`src/rtl/pe_psum_accum.sv`:
```
// PE partial-sum receiver: recombines MAC tap sums by precision, accumulates beats, buffers results.
// Optional PSUM_SAT_EN macro: saturating accumulate instead of two's-complement wrap.
module pe_psum_accum #(
    parameter int unsigned ACC_W = 32
) (
    input  logic                 clk,
    input  logic                 rst,
    input  logic [127:0]         mac_out_data,
    input  logic                 mac_out_valid,
    input  logic [1:0]           mac_cfg_conv_mode,
    input  logic [1:0]           mac_cfg_preci,
    input  logic [7:0]           acc_len,
    input  logic                 clr,
    output logic [8*ACC_W-1:0]   psum_out_data,
    output logic                 psum_out_valid,
    input  logic                 psum_out_ready,
    output logic                 busy,
    output logic                 err_overflow
);
    localparam int unsigned TAPS  = 8;
    localparam int unsigned TAP_W = 16;
    localparam int unsigned LANES = 8;

    typedef enum logic [0:0] {IDLE, ACCUM} state_e;

    state_e                         state_q, state_d;
    logic [1:0]                     preci_q, preci_d;
    logic [1:0]                     mode_q, mode_d;
    logic [7:0]                     len_q, len_d;
    logic [7:0]                     beat_cnt_q, beat_cnt_d;
    logic [LANES-1:0][ACC_W-1:0]    comb_q, comb_d;
    logic                           comb_vld_q, comb_vld_d;
    logic                           comb_last_q, comb_last_d;
    logic [LANES-1:0][ACC_W-1:0]    acc_q, acc_d;
    logic [LANES-1:0][ACC_W-1:0]    out_q, out_d;
    logic                           out_vld_q, out_vld_d;
    logic                           busy_q, busy_d;
    logic                           err_q, err_d;

    logic [TAPS-1:0][ACC_W-1:0]     tap;
    logic [3:0][ACC_W-1:0]          p;
    logic [LANES-1:0][ACC_W-1:0]    lane;
    logic [LANES-1:0][ACC_W-1:0]    sum;
    logic [1:0]                     sel_preci;
    logic [1:0]                     sel_mode;
    logic                           beat;
    logic                           last;

`ifdef PSUM_SAT_EN
    function automatic logic [ACC_W-1:0] add_lane(input logic [ACC_W-1:0] a, input logic [ACC_W-1:0] b);
        logic [ACC_W:0] s;
        s = {a[ACC_W-1], a} + {b[ACC_W-1], b};
        if (s[ACC_W] != s[ACC_W-1])
            return s[ACC_W] ? {1'b1, {(ACC_W-1){1'b0}}} : {1'b0, {(ACC_W-1){1'b1}}};
        return s[ACC_W-1:0];
    endfunction
`else
    function automatic logic [ACC_W-1:0] add_lane(input logic [ACC_W-1:0] a, input logic [ACC_W-1:0] b);
        return ACC_W'(a + b);
    endfunction
`endif

    // Lane recombination; the first beat of a group uses the live config it is latching.
    always_comb begin
        sel_preci = (state_q == IDLE) ? mac_cfg_preci : preci_q;
        sel_mode  = (state_q == IDLE) ? mac_cfg_conv_mode : mode_q;
        for (int k = 0; k < TAPS; k++)
            tap[k] = ACC_W'($signed(mac_out_data[TAP_W*k +: TAP_W]));
        for (int k = 0; k < 4; k++)
            p[k] = ACC_W'(tap[k] + (tap[k+4] << 4));
        lane = '0;
        if (sel_mode == 2'b00 || sel_preci == 2'b00) begin
            lane = tap;
        end else begin
            case (sel_preci)
                2'b01: begin
                    for (int k = 0; k < 4; k++) lane[k] = p[k];
                end
                2'b10: begin
                    lane[0] = ACC_W'((p[0] << 8) + p[1]);
                    lane[1] = ACC_W'((p[2] << 8) + p[3]);
                end
                default: begin
                    lane[0] = ACC_W'((((p[0] << 8) + p[1]) << 8) + (p[2] << 8) + p[3]);
                end
            endcase
        end
    end

    always_comb begin
        state_d     = state_q;
        preci_d     = preci_q;
        mode_d      = mode_q;
        len_d       = len_q;
        beat_cnt_d  = beat_cnt_q;
        comb_d      = comb_q;
        comb_vld_d  = 1'b0;
        comb_last_d = 1'b0;
        acc_d       = acc_q;
        out_d       = out_q;
        out_vld_d   = out_vld_q;
        err_d       = err_q;
        sum         = '0;
        last        = 1'b0;
        beat        = mac_out_valid && !clr;

        case (state_q)
            IDLE: begin
                if (beat) begin
                    preci_d    = mac_cfg_preci;
                    mode_d     = mac_cfg_conv_mode;
                    len_d      = acc_len;
                    beat_cnt_d = 8'd1;
                    if (acc_len <= 8'd1) last = 1'b1;
                    else                 state_d = ACCUM;
                end
            end
            default: begin
                if (beat) begin
                    beat_cnt_d = 8'(beat_cnt_q + 8'd1);
                    if (beat_cnt_d == len_q) begin
                        last    = 1'b1;
                        state_d = IDLE;
                    end
                end
            end
        endcase

        comb_vld_d  = beat;
        comb_last_d = last;
        if (beat) comb_d = lane;

        if (out_vld_q && psum_out_ready) out_vld_d = 1'b0;

        // A load in the same cycle as an accept replaces the buffer and keeps valid high.
        if (comb_vld_q && !clr) begin
            for (int n = 0; n < LANES; n++) sum[n] = add_lane(acc_q[n], comb_q[n]);
            if (comb_last_q) begin
                acc_d = '0;
                if (!out_vld_q || psum_out_ready) begin
                    out_d     = sum;
                    out_vld_d = 1'b1;
                end else begin
                    err_d = 1'b1;
                end
            end else begin
                acc_d = sum;
            end
        end

        if (clr) begin
            state_d     = IDLE;
            beat_cnt_d  = '0;
            acc_d       = '0;
            comb_vld_d  = 1'b0;
            comb_last_d = 1'b0;
            err_d       = 1'b0;
        end
    end

    assign busy_d = (state_d == ACCUM) || comb_vld_d;

    always_ff @(posedge clk or posedge rst) begin
        if (rst) begin
            state_q     <= IDLE;
            preci_q     <= '0;
            mode_q      <= '0;
            len_q       <= '0;
            beat_cnt_q  <= '0;
            comb_q      <= '0;
            comb_vld_q  <= 1'b0;
            comb_last_q <= 1'b0;
            acc_q       <= '0;
            out_q       <= '0;
            out_vld_q   <= 1'b0;
            busy_q      <= 1'b0;
            err_q       <= 1'b0;
        end else begin
            state_q     <= state_d;
            preci_q     <= preci_d;
            mode_q      <= mode_d;
            len_q       <= len_d;
            beat_cnt_q  <= beat_cnt_d;
            comb_q      <= comb_d;
            comb_vld_q  <= comb_vld_d;
            comb_last_q <= comb_last_d;
            acc_q       <= acc_d;
            out_q       <= out_d;
            out_vld_q   <= out_vld_d;
            busy_q      <= busy_d;
            err_q       <= err_d;
        end
    end

    assign psum_out_data  = out_q;
    assign psum_out_valid = out_vld_q;
    assign busy           = busy_q;
    assign err_overflow   = err_q;

endmodule

```
`config.mk`:
```
export PLATFORM = sky130hd
export DESIGN_NAME = pe_psum_accum
export DESIGN_NICKNAME = d
export VERILOG_FILES = /design/src/rtl/pe_psum_accum.sv
export SDC_FILE = /design/constraint.sdc
export NUM_CORES = 2
export LEC_CHECK = 0
export BUFFER_PORTS_ARGS = -buffer_cell sky130_fd_sc_hd__buf_4
export CORE_MARGIN = 1
export CORE_UTILIZATION = 60
export DETAILED_ROUTE_END_ITERATION = 10
export MAX_ROUTING_LAYER = met4
export PLACE_DENSITY = 0.8
export RECOVER_POWER = 50
export SKIP_CTS_REPAIR_TIMING = 1
export SYNTH_ARGS = -nofsm -noshare
export SYNTH_HDL_FRONTEND = slang
export SYNTH_SLANG_ARGS = --single-unit
```
`constraint.sdc`:
```
create_clock -name clk -period 31.7 [get_ports clk]
set_clock_uncertainty 0.15 [all_clocks]
set_input_delay 4.755 -clock clk [delete_from_list [all_inputs] [get_ports clk]]
set_output_delay 4.755 -clock clk [all_outputs]
set_load 0.01 [all_outputs]
```
==> reports/summary.md <==
## Outcome
* run status: finished, violations left
* violated checks: max-capacitance violations, max-slew violations

## Global route
* aggregate global-route resource usage: 0.389
* met3 Usage GRT: 0.0562
* wire length of the first global-routing pass: 226,000 um
* grt total ovfl: 0
* grt met2 use: 0.562
* met1 usage in global routing: 0.561
* antenna violations before repair: 11
* via count of the first global-routing pass: 38,600
* layer with the highest usage: met2
* pin count of the biggest net entering global routing: 175

## Layout
* Area Growth Syn to Fin: 12.0%
* fin cells: 6,399
* sequential cell area: 0.0177 sq mm
* number of fill cells: 6,306
* layout cells sized above 1: 0.0744
* footprint of the multi-input gates: 0.0263 sq mm
* final net count: 5,924

## Synthesis
* async set-reset flop share out of synthesis: 1.00
* EDFF count, synth: 0
* area of the mapped netlist: 0.0454 sq mm
* share of the yosys chip area belonging to registers: 0.389
* warning count from the yosys run: 0
* average instance area after synthesis: 9.00 sq um
* most common flop cell mapped by yosys: dfrtp_1
* Netlist cell types: 82
* FF+latch count, synth: 706
* cells after synthesis: 5,038
* post-synthesis net count: 5,601

## Drt
* per-cell routed wire length: 22.9 um
* drt first pass iters: 5
* number of nets with antenna violations after detailed routing: 0
* first-iteration detailed-routing DRC count: 3,774
* Via density: 6.32
* remaining design rule violation count: 0
* number of vias after detailed routing: 40,400
* routed wire length: 146,000 um

## Power and ir drop
* maximum ir drop on the vdd rail: 58.2 uV
* final total power: 3.45 mW
* Static Leak: 25.3 nW
* total power divided by cell area: 67.9 mW/mm^2

## Setup path
* Worst Setup Path Type: primary input to asynchronous set/reset pin
* startpoint types: primary input
* data arrival time of the critical path: 14.31 ns
* Critical Path Fanout Max: 165
* CP Capture Type: asynchronous set/reset pin
* required time reported for the critical path endpoint: 30.11 ns

## Timing
* RSZ-0062 raised after global routing: false
* actual transition at the worst max-transition pin: 8.68 ns
* post-layout minimum cycle time: 15.91 ns
* Max Clk Rate: 62.9 MHz
* count of final max-slew check failures: 756
* period utilization: 0.502
* Setup-failing EPs final: 0
* Max transition margin: -4.79
* Setup Total Neg Slack: 0 ns
* number of hold-slack violations in the final timing report: 0

## Floorplanning
* die outline area: 0.0767 sq mm
* IO Pins: 404
* effective utilization at floorplan: 0.608
* site row count: 100
* Core ar.: 0.0746 sq mm
* Die Span X: 277 um
* vertical die dimension: 277 um

## Placement
* number of buffers inserted by port buffering: 403
* global placer's final weighted congestion: 1.05
* placed instance count: 6,250
* DP HPWL: 109,000 um

## Clock tree
* Max H-tree Level: 3
* clock input transition at the sequential cells of the worst setup and hold paths: 0.06 ns
* Num Clock Sinks: 706
* Num CTS Buffers: 78
* Root Buffer Master: clkbuf_16
* Longest Clk Path Bufs: 3
* clock network latency to the later pin of the worst-skew pair: 0.65 ns
* TritonCTS clock tree: built

## Worst hold path
* path type of the worst min-delay path: flop to flop

## Job
* MaxCap Viol Count: 9

## placed cells by master, fill, tap and decap left out, types with 61 or more instances in the layout
cell       instances
nand3_1           73
a21o_1           130
inv_1            177
a21oi_1          337
nand2_1          941
o21ai_0          319
nor3_1            74
xnor2_1          257
clkbuf_1         284
buf_4            167
a31oi_1           61
dfrtp_1          706
xor2_1            82
nor2_1           310
ha_1             380
clkbuf_16         79
a22o_1           241
## flip-flops by register name, indices dropped and copies added (netlist names)
name and count:
busy 1, beat_cnt_q 8, comb_q 168, acc_q 256, psum_out_valid 1, mode_q 2
state_q 1, preci_q 2, psum_out_data 256, comb_vld_q 1, err_overflow 1, comb_last_q 1
len_q 8
## layer usage
metal  routed length [um]  part of all wire
met2                63700              0.43
met1                64600              0.44
met5                    0                 0
met3                12800             0.088
met4                 5340             0.036
## worst paths after layout
path	startpoint	end	slack, ns	depth (start not counted)
worst max-delay path	rst	psum_out_data[160]$_DFFE_PP0P_	15.79	3
worst min-delay path	psum_out_data[176]$_DFFE_PP0P_	psum_out_data[176]$_DFFE_PP0P_	0.32	2
worst max register to register	comb_last_q$_DFF_PP0_	acc_q[255]$_DFFE_PP0P_	26.30	7
worst min register to register	psum_out_data[176]$_DFFE_PP0P_	psum_out_data[176]$_DFFE_PP0P_	0.32	2
max in group clk	mac_out_data[52]	comb_q[31]$_DFFE_PP0P_	21.07	25
min in group asynchronous	rst	acc_q[149]$_DFFE_PP0P_	5.58	2
## cell usage after synthesis, types with 19 or more instances
cell type,n,share of area
a221oi_1,42,0.0081
nand2_1,941,0.078
clkbuf_1,178,0.015
nor3_1,74,0.0082
nor2_1,311,0.026
or3_1,22,0.0030
o211ai_1,27,0.0045
o21a_1,41,0.0068
ha_1,380,0.10
or2_2,22,0.0030
nand2b_1,47,0.0065
o21ai_0,319,0.035
xor2_1,82,0.016
o21bai_1,51,0.0084
a31oi_1,61,0.0084
a22o_1,241,0.047
a211oi_1,44,0.0073
mux2_2,57,0.014
fa_1,38,0.017
nor2b_1,46,0.0063
inv_1,178,0.015
and3_1,43,0.0059
dfrtp_1,706,0.39
nand4_1,26,0.0036
nand3_1,73,0.0081
a21oi_1,337,0.037
xnor2_1,257,0.050
a21o_1,130,0.022
buf_1,19,0.0016
## stage by stage
step	util	worst slack (ns)	hold slack, ns	cell area [sq um]
after floorplan	-	6.99	0.304	45400
after global placement	0.660	20.58	0.308	49200
after detailed placement	0.660	20.59	0.314	49200
after CTS	0.695	21.23	0.328	51800
after global routing	0.681	13.61	0.340	50800
final	0.681	15.79	0.319	50800
## worst max-delay path, stage by stage
cell,delay (ns)
clkbuf_4,0.11
clkinvlp_2,2.89
clkbuf_1,6.25
## final cells by class
class,count,share of cell area
antenna,12,0.000591
clock buffer,110,0.0442
clock inverter,27,0.00636
inverter,179,0.0133
multi-input combinational,3956,0.518
sequential,706,0.348
tap,969,0.0239
timing repair buffer,440,0.0460
## cell families (layout without fill, tap and decap cells)
logic type / Yosys count / after routing / synth area share
other: 0 / 12 / 0
flip-flops: 706 / 706 / 0.389
buffers and inverters: 376 / 756 / 0.0311
AO/OA/AOI/OAI: 1463 / 1463 / 0.217
XOR/XNOR: 339 / 339 / 0.0655
adder cells (fa/ha/maj): 418 / 418 / 0.122
multiplexers: 71 / 71 / 0.0172
AND/OR/NAND/NOR: 1665 / 1665 / 0.158
## where the power goes
group / switching, mW / total, mW / internal, mW
Clock: 0.392 / 0.922 / 0.530
Combinational: 0.862 / 1.40 / 0.542
Sequential: 0.107 / 1.13 / 1.02
No activity file was read; power rests on OpenSTA's default activity.
